### src/rtl/sram_skew_feeder.sv
// Start-triggered activation SRAM read sequencer. Each word is fanned out to
// the PE rows with lane k delayed k extra cycles (diagonal skew).

module sram_skew_lane #(
  parameter int W     = 8,
  parameter int DEPTH = 1
) (
  input  logic         clk,
  input  logic         rst,
  input  logic         in_vld,
  input  logic [W-1:0] in_data,
  output logic         out_vld,
  output logic [W-1:0] out_data,
  output logic         pend
);
  logic [DEPTH-1:0]        vld_q, vld_d;
  logic [DEPTH-1:0][W-1:0] dat_q, dat_d;

  // Data is zeroed on entry when invalid, so empty stages always carry 0.
  always_comb begin
    vld_d    = '0;
    dat_d    = '0;
    pend     = 1'b0;
    vld_d[0] = in_vld;
    dat_d[0] = in_vld ? in_data : '0;
    for (int j = 1; j < DEPTH; j++) begin
      vld_d[j] = vld_q[j-1];
      dat_d[j] = dat_q[j-1];
    end
    for (int j = 0; j < DEPTH-1; j++) pend = pend | vld_q[j];
  end

  always_ff @(posedge clk or posedge rst) begin
    if (rst) begin
      vld_q <= '0;
      dat_q <= '0;
    end else begin
      vld_q <= vld_d;
      dat_q <= dat_d;
    end
  end

  assign out_vld  = vld_q[DEPTH-1];
  assign out_data = dat_q[DEPTH-1];
endmodule

module sram_skew_feeder #(
  parameter int ADDRESSSIZE = 10,
  parameter int WEIGHT_BW   = 8,
  parameter int NUM_PE_ROWS = 8,
  parameter int WORDSIZE    = WEIGHT_BW*NUM_PE_ROWS
) (
  input  logic                   clk,
  input  logic                   rst,
  input  logic                   start,
  input  logic [ADDRESSSIZE-1:0] base_addr,
  input  logic [ADDRESSSIZE:0]   num_rows,
  output logic                   sram_read_en,
  output logic [ADDRESSSIZE-1:0] sram_address,
  input  logic [WORDSIZE-1:0]    sram_data_out,
  output logic [WORDSIZE-1:0]    lane_data,
  output logic [NUM_PE_ROWS-1:0] lane_valid,
  output logic                   busy,
  output logic                   done
);
  typedef enum logic [1:0] {IDLE, ISSUE, DRAIN} state_t;

  state_t                 state_q, state_d;
  logic [ADDRESSSIZE-1:0] addr_q, addr_d;
  logic [ADDRESSSIZE:0]   cnt_q, cnt_d, nrows_q, nrows_d;
  logic                   rd_en_q, rd_en_d, rvld_q, rvld_d;
  logic                   busy_q, busy_d, done_q, done_d;
  logic [NUM_PE_ROWS-1:0] pend;

  always_comb begin
    state_d = state_q;
    addr_d  = addr_q;
    cnt_d   = cnt_q;
    nrows_d = nrows_q;
    rd_en_d = rd_en_q;
    busy_d  = busy_q;
    done_d  = 1'b0;
    rvld_d  = rd_en_q;  // SRAM data returns one cycle after the strobe
    unique case (state_q)
      IDLE: if (start) begin
        if (num_rows != '0) begin
          nrows_d = num_rows;
          addr_d  = base_addr;
          cnt_d   = {{ADDRESSSIZE{1'b0}}, 1'b1};
          rd_en_d = 1'b1;
          busy_d  = 1'b1;
          state_d = ISSUE;
        end else begin
          done_d  = 1'b1;
        end
      end
      ISSUE: begin
        if (cnt_q == nrows_q) begin
          rd_en_d = 1'b0;
          state_d = DRAIN;
        end else begin
          addr_d  = addr_q + 1'b1;
          cnt_d   = cnt_q + 1'b1;
        end
      end
      DRAIN: begin
        // Last lane drains last; nothing left upstream means final row is out.
        if (lane_valid[NUM_PE_ROWS-1] && !(|pend) && !rvld_q) begin
          state_d = IDLE;
          busy_d  = 1'b0;
          done_d  = 1'b1;
        end
      end
      default: state_d = IDLE;
    endcase
  end

  always_ff @(posedge clk or posedge rst) begin
    if (rst) begin
      state_q <= IDLE;
      addr_q  <= '0;
      cnt_q   <= '0;
      nrows_q <= '0;
      rd_en_q <= 1'b0;
      rvld_q  <= 1'b0;
      busy_q  <= 1'b0;
      done_q  <= 1'b0;
    end else begin
      state_q <= state_d;
      addr_q  <= addr_d;
      cnt_q   <= cnt_d;
      nrows_q <= nrows_d;
      rd_en_q <= rd_en_d;
      rvld_q  <= rvld_d;
      busy_q  <= busy_d;
      done_q  <= done_d;
    end
  end

  for (genvar k = 0; k < NUM_PE_ROWS; k++) begin : g_lane
    sram_skew_lane #(.W(WEIGHT_BW), .DEPTH(k+1)) u_lane (
      .clk      (clk),
      .rst      (rst),
      .in_vld   (rvld_q),
      .in_data  (sram_data_out[k*WEIGHT_BW +: WEIGHT_BW]),
      .out_vld  (lane_valid[k]),
      .out_data (lane_data[k*WEIGHT_BW +: WEIGHT_BW]),
      .pend     (pend[k])
    );
  end

  assign sram_read_en = rd_en_q;
  assign sram_address = addr_q;
  assign busy         = busy_q;
  assign done         = done_q;
endmodule
### config.mk
export PLATFORM = sky130hd
export DESIGN_NAME = sram_skew_feeder
export DESIGN_NICKNAME = d
export VERILOG_FILES = /design/src/rtl/sram_skew_feeder.sv
export SDC_FILE = /design/constraint.sdc
export NUM_CORES = 1
export LEC_CHECK = 0
export ABC_AREA = 1
export ABC_CLOCK_PERIOD_IN_PS = 18800
export CAP_MARGIN = 40
export CORE_MARGIN = 1
export CORE_UTILIZATION = 30
export CTS_BUF_LIST = sky130_fd_sc_hd__clkbuf_8
export CTS_CLUSTER_SIZE = 25
export DETAILED_ROUTE_END_ITERATION = 12
export GPL_ROUTABILITY_DRIVEN = 0
export HOLD_SLACK_MARGIN = 0.03
export SLEW_MARGIN = 5
export SYNTH_ARGS = -nofsm -noshare
export SYNTH_HDL_FRONTEND = slang
export SYNTH_SLANG_ARGS = --single-unit
export TNS_END_PERCENT = 100
### constraint.sdc
create_clock -name clk -period 18.8 [get_ports clk]
set_input_delay 3.76 -clock clk [delete_from_list [all_inputs] [get_ports clk]]
set_output_delay 3.76 -clock clk [all_outputs]
set_load 0.03 [all_outputs]
-- Word-level counts from Yosys, hierarchy flattened
Index checks and enable logic that the tools add are counted.
- add/sub/neg operators: 2
- equality and inequality tests: 8
- mux-type cells: 31
- bitwise gates (word level): 21
- reduce and logical (&&, ||, !) cells: 14
- operators with widths (cell ; count):
    $mux 8 ; 8
    $mux 11 ; 3
    $mux 10 ; 3
    $pmux 11 s2 ; 1
    $or 1x1->1 ; 21
    $pmux 10 s2 ; 1
    $reduce_and 4->1 ; 4
    $add 11x1->11 const B ; 1
    $eq 11x11->1 ; 1
    $reduce_bool 11->1 ; 1
    $add 10x1->10 const B ; 1
    $ne 2x2->1 const B ; 5
    $mux 2 ; 4
    $mux 1 ; 7
    $reduce_or 7->1 ; 1
    $pmux 1 s2 ; 3
    $pmux 2 s3 ; 1
    $reduce_bool 2->1 ; 2
    $reduce_and 3->1 ; 1
    $eq 2x1->1 const B ; 1
    $eq 2x2->1 const B ; 1
    $logic_and 1x1->1 ; 2
    $logic_not 1->1 ; 2
    $logic_not 2->1 ; 1
- flip-flop bits (word level): 362
- output and inout bits: 85

-- Logic depth before layout (Yosys ltp)
Gate-level depths: netlist of the first run.
- depth after elaboration: 12
- depth in mapped cells: 12
- gate-level depth less buffers: 10

-- Hierarchy
A second synthesis of the first run with hierarchy kept.
- cells, all modules: 826
- area, all modules: 11089.4 µm²
- by module, submodules not included (module ; instances ; cells each ; area each (µm²)):
    sram_skew_feeder ; 1 ; 327 ; 2308.5
    sram_skew_lane at g_lane[7].u_lane ; 1 ; 102 ; 1915.6
    sram_skew_lane at g_lane[6].u_lane ; 1 ; 85 ; 1661.6
    sram_skew_lane at g_lane[5].u_lane ; 1 ; 76 ; 1436.4
    sram_skew_lane at g_lane[4].u_lane ; 1 ; 66 ; 1206.2
    sram_skew_lane at g_lane[3].u_lane ; 1 ; 57 ; 980.9
    sram_skew_lane at g_lane[2].u_lane ; 1 ; 48 ; 755.7
    sram_skew_lane at g_lane[1].u_lane ; 1 ; 36 ; 519.2
    sram_skew_lane at g_lane[0].u_lane ; 1 ; 29 ; 305.3

-- Worst setup path before layout of the first run
No wires, ideal clock.
- path type: input to register
- start point: input num_rows[7]
- end point: register addr_q[4] (netlist: sram_address[4])
- arrival: 4.594 ns
- slack: 14.140 ns
- cell stages on the path: 8
- path buffers: 1
- cells stage by stage: nor2_1 nand2_1 nor2_1 nand2_1 nand3_2 buf_2 nand3_1 nand2_1
- longest elaborated chain between the ends: 3
- RTL lines (element ; RTL line ; RTL):
    start: declaration ; 57 ; input logic [ADDRESSSIZE:0] num_rows,
    $reduce_bool 11->1 ; 86 ; if (num_rows != '0) begin
    $ne 2x2->1 (no line) ; n/a ;
    $reduce_and 4->1 (no line) ; n/a ;
    end signal: assignment ; 130 ; addr_q <= addr_d;
    end: declaration ; 69 ; logic [ADDRESSSIZE-1:0] addr_q, addr_d;
Every way passes these cells.
A chain may end at the register's enable or synchronous reset.

-- Final worst setup path of the first run
- start point: register addr_q[4] (netlist: sram_address[4])
- end point: output sram_address[4]
- RTL lines (element ; RTL line ; RTL):
    end: declaration ; 59 ; output logic [ADDRESSSIZE-1:0] sram_address,
No word-level cell between the ends.

==> run_results.csv, run 1 <==
group,metric,value,unit
status,status,"finished, final reports clean",
power,ir_drop,0.05442,mV
clock_network,cts_tree,"yes",
worst_setup_path,path_buf_inv,1,
worst_setup_path,crit_arrival,1780,ps
placement,portBuffers,172,
yosys,ys_seq_area_frac,0.8097,
cells_and_area,final_layout_size_suffix_gt1_frac,0.09082,
drt,first_pass_iters,4,
sta,fin_crit_sh,0.2948,
clock_network,cts_sinks,334,
worst_setup_path,worstSetupPathType,"flop to primary output",
sta,slew_violations,0,
yosys,synth_most_common_cell,"dfrtp_1",
yosys,synth-main-ff-cell,"dfrtp_1",
worst_setup_path,required,15040,ps
sta,worst_slack,13260,ps
clock_network,root_buffer,"clkbuf_8",
clock_network,h-tree-depth,2,
yosys,ys_ff_latch,334,
drt,wirelength,18.15,mm
yosys,synth_top_cell_by_area,"dfrtp_1",
drt,via_count,5726,
sta,max-slew-margin-rel,0.3403,
worst_setup_path,slowest_stage,"clkdlybuf4s50_1",
hold_path,hold_class,"flop to flop",
clock_network,cts_buffers,55,
floorplan,die_h,187.5,µm
worst_setup_path,critPathTopFamily,"buffers and inverters",
yosys,async_flop_share,1.000,
grt,track_usage,0.1086,
sta,fmax,180.4,MHz
worst_setup_path,end_kind,"primary output",
job,drv_cap,0,
yosys,synth_top_area_share,0.8097,
grt,grt_remaining_overflow,0,
clock_network,cts-root-to-sink-buffers,3,
floorplan,fp.dieW,187.5,µm
sta,finalSetupViolations,0,
grt,grt_pass1_wl,30.67,mm
yosys,avgSynthCellArea,13.23,µm²
worst_setup_path,max_stage_delay,730,ps
clock_network,post_cts_buffers,0,
power,power,1.345,mW
floorplan,die_area,0.03515,mm²
grt,grt_max_degree,204,
clock_network,clkTransAtPathRegs,60,ps
sta,tightest_slew,989.5,ps
yosys,synthTopCellsByCount,"dfrtp_1 (334), nand2_1 (191), inv_1 (104), nand3_1 (44), nor2_1 (26)",
yosys,synth-edff-count,0,
clock_network,clock_latency,560,ps
sta,tns,0,ps
floorplan,placementRows,67,
worst_setup_path,path_max_fanout,8,
worst_setup_path,worstPathCellList,"clkdlybuf4s50_1",
floorplan,num_io_pins,173,
worst_setup_path,startpoint_type,"flop",
clock_network,hold_buffers,0,
cells_and_area,nets,1075,
yosys,synthTopCellsByArea,"dfrtp_1 (81%), nand2_1 (6.9%), inv_1 (3.8%)",
grt,antenna_found_initial,1,
clock_network,cts.repair.resized,0,
yosys,postSynthCellCount,780,
cells_and_area,antennaDiodeCount,0,
floorplan,core_area,0.03370,mm²
power,powerDensity,99.09,mW/mm²
placement,hpwlAfterDp,11.30,mm
cells_and_area,area_growth,31.44,%
sta,final_hold_viol_count,0,
sta,finClkSkew,13.29,ps
yosys,synthDistinctLibCells,25,
drt,vias_per_cell,3.890,
floorplan,start_util,0.3063,
sta,min_period,5542,ps
yosys,synthesis.nets,870,
grt,grt_pass1_vias,6147,
sta,rsz0062_at_grt,"no",
drt,drc,0,
placement,pre_cts_slack,12830,ps
drt,wl_per_cell,12.33,µm
drt,ant_nets,0,
yosys,yosysWarningCount,0,
power,p_leak,7.366,nW
drt,dr.first_iter.drc_count,263,
yosys,syn_area,0.01032,mm²
-- through the flow --
stage | cells | area [µm²] | util | hold WS [ps]
5_1_grt | 1472 | 13570 | 0.4026 | 338.1
4_1_cts | 1472 | 13570 | 0.4026 | 336.7
3_3_place_gp | 1374 | 12450 | 0.3696 | 331.3
6_report | 1472 | 13570 | 0.4026 | 335.9
2_1_floorplan | 780 | 10320 | - | 331.2
3_5_place_dp | 1376 | 12500 | 0.3710 | 334.7
-- registers in the layout (all words and copies together), names as in the netlist, 2 cells and up --
signal,flops
g_lane.u_lane.out_data,64
g_lane.u_lane.vld_q,8
nrows_q,11
sram_address,10
cnt_q,11
state_q,2
g_lane.u_lane.dat_d,224
-- final timing paths --
check | from | to | slack, ps | cells after the start
worst max-delay path | sram_address[4]$_DFFE_PP0P_ | sram_address[4] | 13260 | 1
worst min-delay path | g_lane[5].u_lane.dat_d[31]$_DFF_PP0_ | g_lane[5].u_lane.dat_d[39]$_DFF_PP0_ | 340 | 0
worst max register to register | state_q[1]$_DFFE_PP0P_ | sram_address[3]$_DFFE_PP0P_ | 16530 | 7
worst min register to register | g_lane[5].u_lane.dat_d[31]$_DFF_PP0_ | g_lane[5].u_lane.dat_d[39]$_DFF_PP0_ | 340 | 0
max in group asynchronous | rst | g_lane[6].u_lane.dat_d[21]$_DFF_PP0_ | 13440 | 4
min in group asynchronous | rst | g_lane[7].u_lane.out_data[3]$_DFF_PP0_ | 3510 | 2
-- placed cells by master (no fill, tap or decap), types with 2 or more instances in the layout --
cell and n:
buf_12 2, clkinv_2 8, nor2_1 26, nand3_2 2
xor2_1 5, nand2_4 2, dfrtp_1 333, nor3_1 8
o21ai_0 15, xnor2_1 5, ha_1 2, nand2_1 191
clkbuf_8 67, clkdlybuf4s50_1 172, nand3_1 44, a21oi_1 3
inv_1 121, inv_8 2, nand2_2 2, nand4_1 4
-- routing by layer --
metal / vias up / wire length [µm] / track usage
met4: 0 / 555 / 0.05003
met1: 2739 / 7429 / 0.1311
met5: - / 0 / 0
li1: 2758 / - / -
met3: 43 / 1460 / 0.03743
met2: 186 / 8700 / 0.1750
-- cell type report --
cell class / instances / area, µm²
inverters: 105 / 401.6
multi-input cells: 313 / 1384
repair buffers: 176 / 1797
clock inverters: 29 / 143.9
clock buffers: 67 / 922.1
flip-flops and latches: 334 / 8359
fillers: 3209 / 20130
well taps: 448 / 560.5
-- power by group --
part           internal, mW  switching (mW)  leakage (nW)
clock network         0.322           0.268         0.626
registers             0.719               0          4.63
logic                0.0174          0.0175          2.11
total                  1.06           0.286          7.37
-- logic make-up after synthesis --
logic type	Yosys count	synth area share
simple gates	281	0.1131
xor+xnor	10	0.008484
compound gates	20	0.01006
flops	334	0.8097
buf+inv	133	0.05624
fa+ha+maj	2	0.002424
No activity file was read; power rests on OpenSTA's default activity.
==> run 2, diff against run 1 <==
ABC_CLOCK_PERIOD_IN_PS = 5200   (was 18800)
clock period = 5.2 ns   (was 18.8 ns; I/O delays follow)
==> run 2 against run 1 <==
- power rose to 3.8 times the previous value
- non-clock buffer count up 4
- sequential share of layout area down 0.85 points
- register-to-register slack worse by 14000 ps
- sequential cell count unchanged
- critical path type unchanged
- highest routed layer unchanged
==> run_results.csv, run 2 (synthesis gave the netlist of run 1 again) <==
group,metric,value,unit
power,pwr-share-clk,0.466,
grt,grt_max_degree,95,
worst_setup_path,crit_arrival,1760,ps
floorplan,fp.dieW,187.5,µm
worst_setup_path,critPathTopFamily,"buffers and inverters",
worst_setup_path,worstSetupPathType,"flop to primary output",
cells_and_area,final_cell_mix,"dfrtp_1 (333), nand2_1 (191), clkdlybuf4s50_1 (172)",
placement,portBuffers,172,
power,powerDensity,371.7,mW/mm²
placement,pre_cts_slack,1878,ps
worst_setup_path,end_kind,"primary output",
placement,placed_cells,1380,
cells_and_area,utilization,0.4082,
clock_network,cts-root-to-sink-buffers,3,
worst_setup_path,max_stage_delay,720,ps
sta,finClkSkew,16.65,ps
drt,drc,0,
status,status,"finished, final reports clean",
clock_network,cts.repair.resized,0,
clock_network,cts_tree,"yes",
drt,vias_per_cell,3.955,
drt,dr.first_iter.drc_count,264,
sta,finalSetupViolations,0,
floorplan,die_h,187.5,µm
power,power.internal,4.077,mW
sta,min_period,2802,ps
cells_and_area,largest_reg_flops,224,
placement,placed_area,0.01253,mm²
power,netSwitchingFraction,0.2027,
cells_and_area,multi_input_area,0.001384,mm²
drt,first_pass_iters,4,
power,p_leak,7.433,nW
clock_network,h-tree-depth,2,
sta,worst_slack,2398,ps
clock_network,hold_buffers,0,
grt,grt_pass1_vias,6183,
sta,tightest_slew,782.0,ps
cells_and_area,nets,1078,
cells_and_area,layout.cells.non_filler,1479,
clock_network,clkTransAtPathRegs,60,ps
drt,ant_nets,0,
clock_network,cts_buffers,54,
worst_setup_path,path_max_fanout,8,
sta,slew_violations,0,
cells_and_area,final.fill_count,3192,
sta,max-slew-margin-rel,0.4774,
floorplan,core_area,0.03370,mm²
sta,rsz0062_at_grt,"no",
power,seqPwrFrac,0.509,
cells_and_area,final_layout_size_suffix_gt1_frac,0.1010,
sta,fmax,356.9,MHz
clock_network,post_cts_buffers,0,
grt,track_usage,0.1106,
drt,via_count,5849,
floorplan,num_io_pins,173,
job,drv_cap,0,
worst_setup_path,startpoint_type,"flop",
cells_and_area,final_area,0.01376,mm²
floorplan,start_util,0.3063,
cells_and_area,area_growth,33.27,%
worst_setup_path,path_buf_inv,1,
floorplan,placementRows,67,
worst_setup_path,required,4160,ps
grt,grt_pass1_wl,31.17,mm
power,switchingPower,1.037,mW
grt,antenna_found_initial,1,
drt,wl_per_cell,12.45,µm
clock_network,cts_sinks,334,
worst_setup_path,worstPathCellList,"clkdlybuf4s50_1",
floorplan,die_area,0.03515,mm²
clock_network,clock_latency,560,ps
hold_path,hold_class,"flop to flop",
worst_setup_path,slowest_stage,"clkdlybuf4s50_1",
clock_network,root_buffer,"clkbuf_8",
power,p_comb_frac,0.025,
sta,fin_crit_sh,0.5388,
power,ir_drop,0.1917,mV
placement,hpwlAfterDp,11.86,mm
sta,final_hold_viol_count,0,
cells_and_area,seq_area,0.008359,mm²
drt,wirelength,18.42,mm
grt,grt_remaining_overflow,0,
cells_and_area,layout_commonest_cell,"dfrtp_1",
## run 2: cell types whose count changed in the layout (fill, tap and decap cells not counted), sizes merged
| cell | before | now |
|---|---|---|
| clkinvlp | 0 | 1 |
| inv | 124 | 117 |
| bufinv | 0 | 2 |
| clkinv | 10 | 6 |
| diode | 0 | 1 |
| clkbuf | 67 | 77 |
| buf | 4 | 8 |
## run 2: layer usage
| layer | share of wire | track usage |
|---|---|---|
| met5 | 0 | 0 |
| met2 | 0.48 | 0.1819 |
| met1 | 0.41 | 0.1307 |
| met3 | 0.079 | 0.04136 |
| met4 | 0.025 | 0.04503 |
## run 2: worst paths after layout
path,start,end,slack (ps),cells after the start
hold reg to reg,g_lane[2].u_lane.dat_d[14]$_DFF_PP0_,g_lane[2].u_lane.dat_d[22]$_DFF_PP0_,340,0
hold / removal,g_lane[2].u_lane.dat_d[14]$_DFF_PP0_,g_lane[2].u_lane.dat_d[22]$_DFF_PP0_,340,0
setup reg to reg,state_q[1]$_DFFE_PP0P_,sram_address[7]$_DFFE_PP0P_,2840,7
min in group asynchronous,rst,g_lane[5].u_lane.dat_d[42]$_DFF_PP0_,730,2
max in group asynchronous,rst,g_lane[3].u_lane.dat_d[14]$_DFF_PP0_,3510,4
setup / recovery,sram_address[4]$_DFFE_PP0P_,sram_address[4],2400,1
## run 2: through the flow
step | hold slack [ps] | setup TNS, ps | total power, mW
floorplan | 331.2 | -101070 | 2.692
global placement | 331.2 | 0 | 2.778
detailed placement | 334.7 | 0 | 2.782
CTS | 328.8 | 0 | 5.226
global route | 331.9 | 0 | 5.358
finish | 337.2 | 0 | 5.114
## run 2: cell type report
cell class | count | share of cell area
Tap cell | 448 | 0.04075
Sequential cell | 334 | 0.6076
Inverter | 105 | 0.02892
Multi-Input combinational cell | 313 | 0.1006
Antenna cell | 1 | 0.0001819
Clock inverter | 21 | 0.01173
Timing Repair Buffer | 180 | 0.1332
Clock buffer | 77 | 0.07704
## run 2: worst register-to-register path, stage by stage, from the launching register on
cell,delay [ps]
dfrtp_1,360
inv_1,60
nand2_1,570
inv_1,460
nand2_4,370
nand2_4,230
nand2_1,130
nand2_1,70
## run 2: power groups by stage
stage / registers, mW / logic, mW / clock network, mW
global route: 2.60 / 0.148 / 2.61
finish: 2.60 / 0.130 / 2.38
floorplan: 2.65 / 0.0438 / 0
detailed placement: 2.65 / 0.135 / 0
global placement: 2.65 / 0.132 / 0
CTS: 2.60 / 0.136 / 2.49
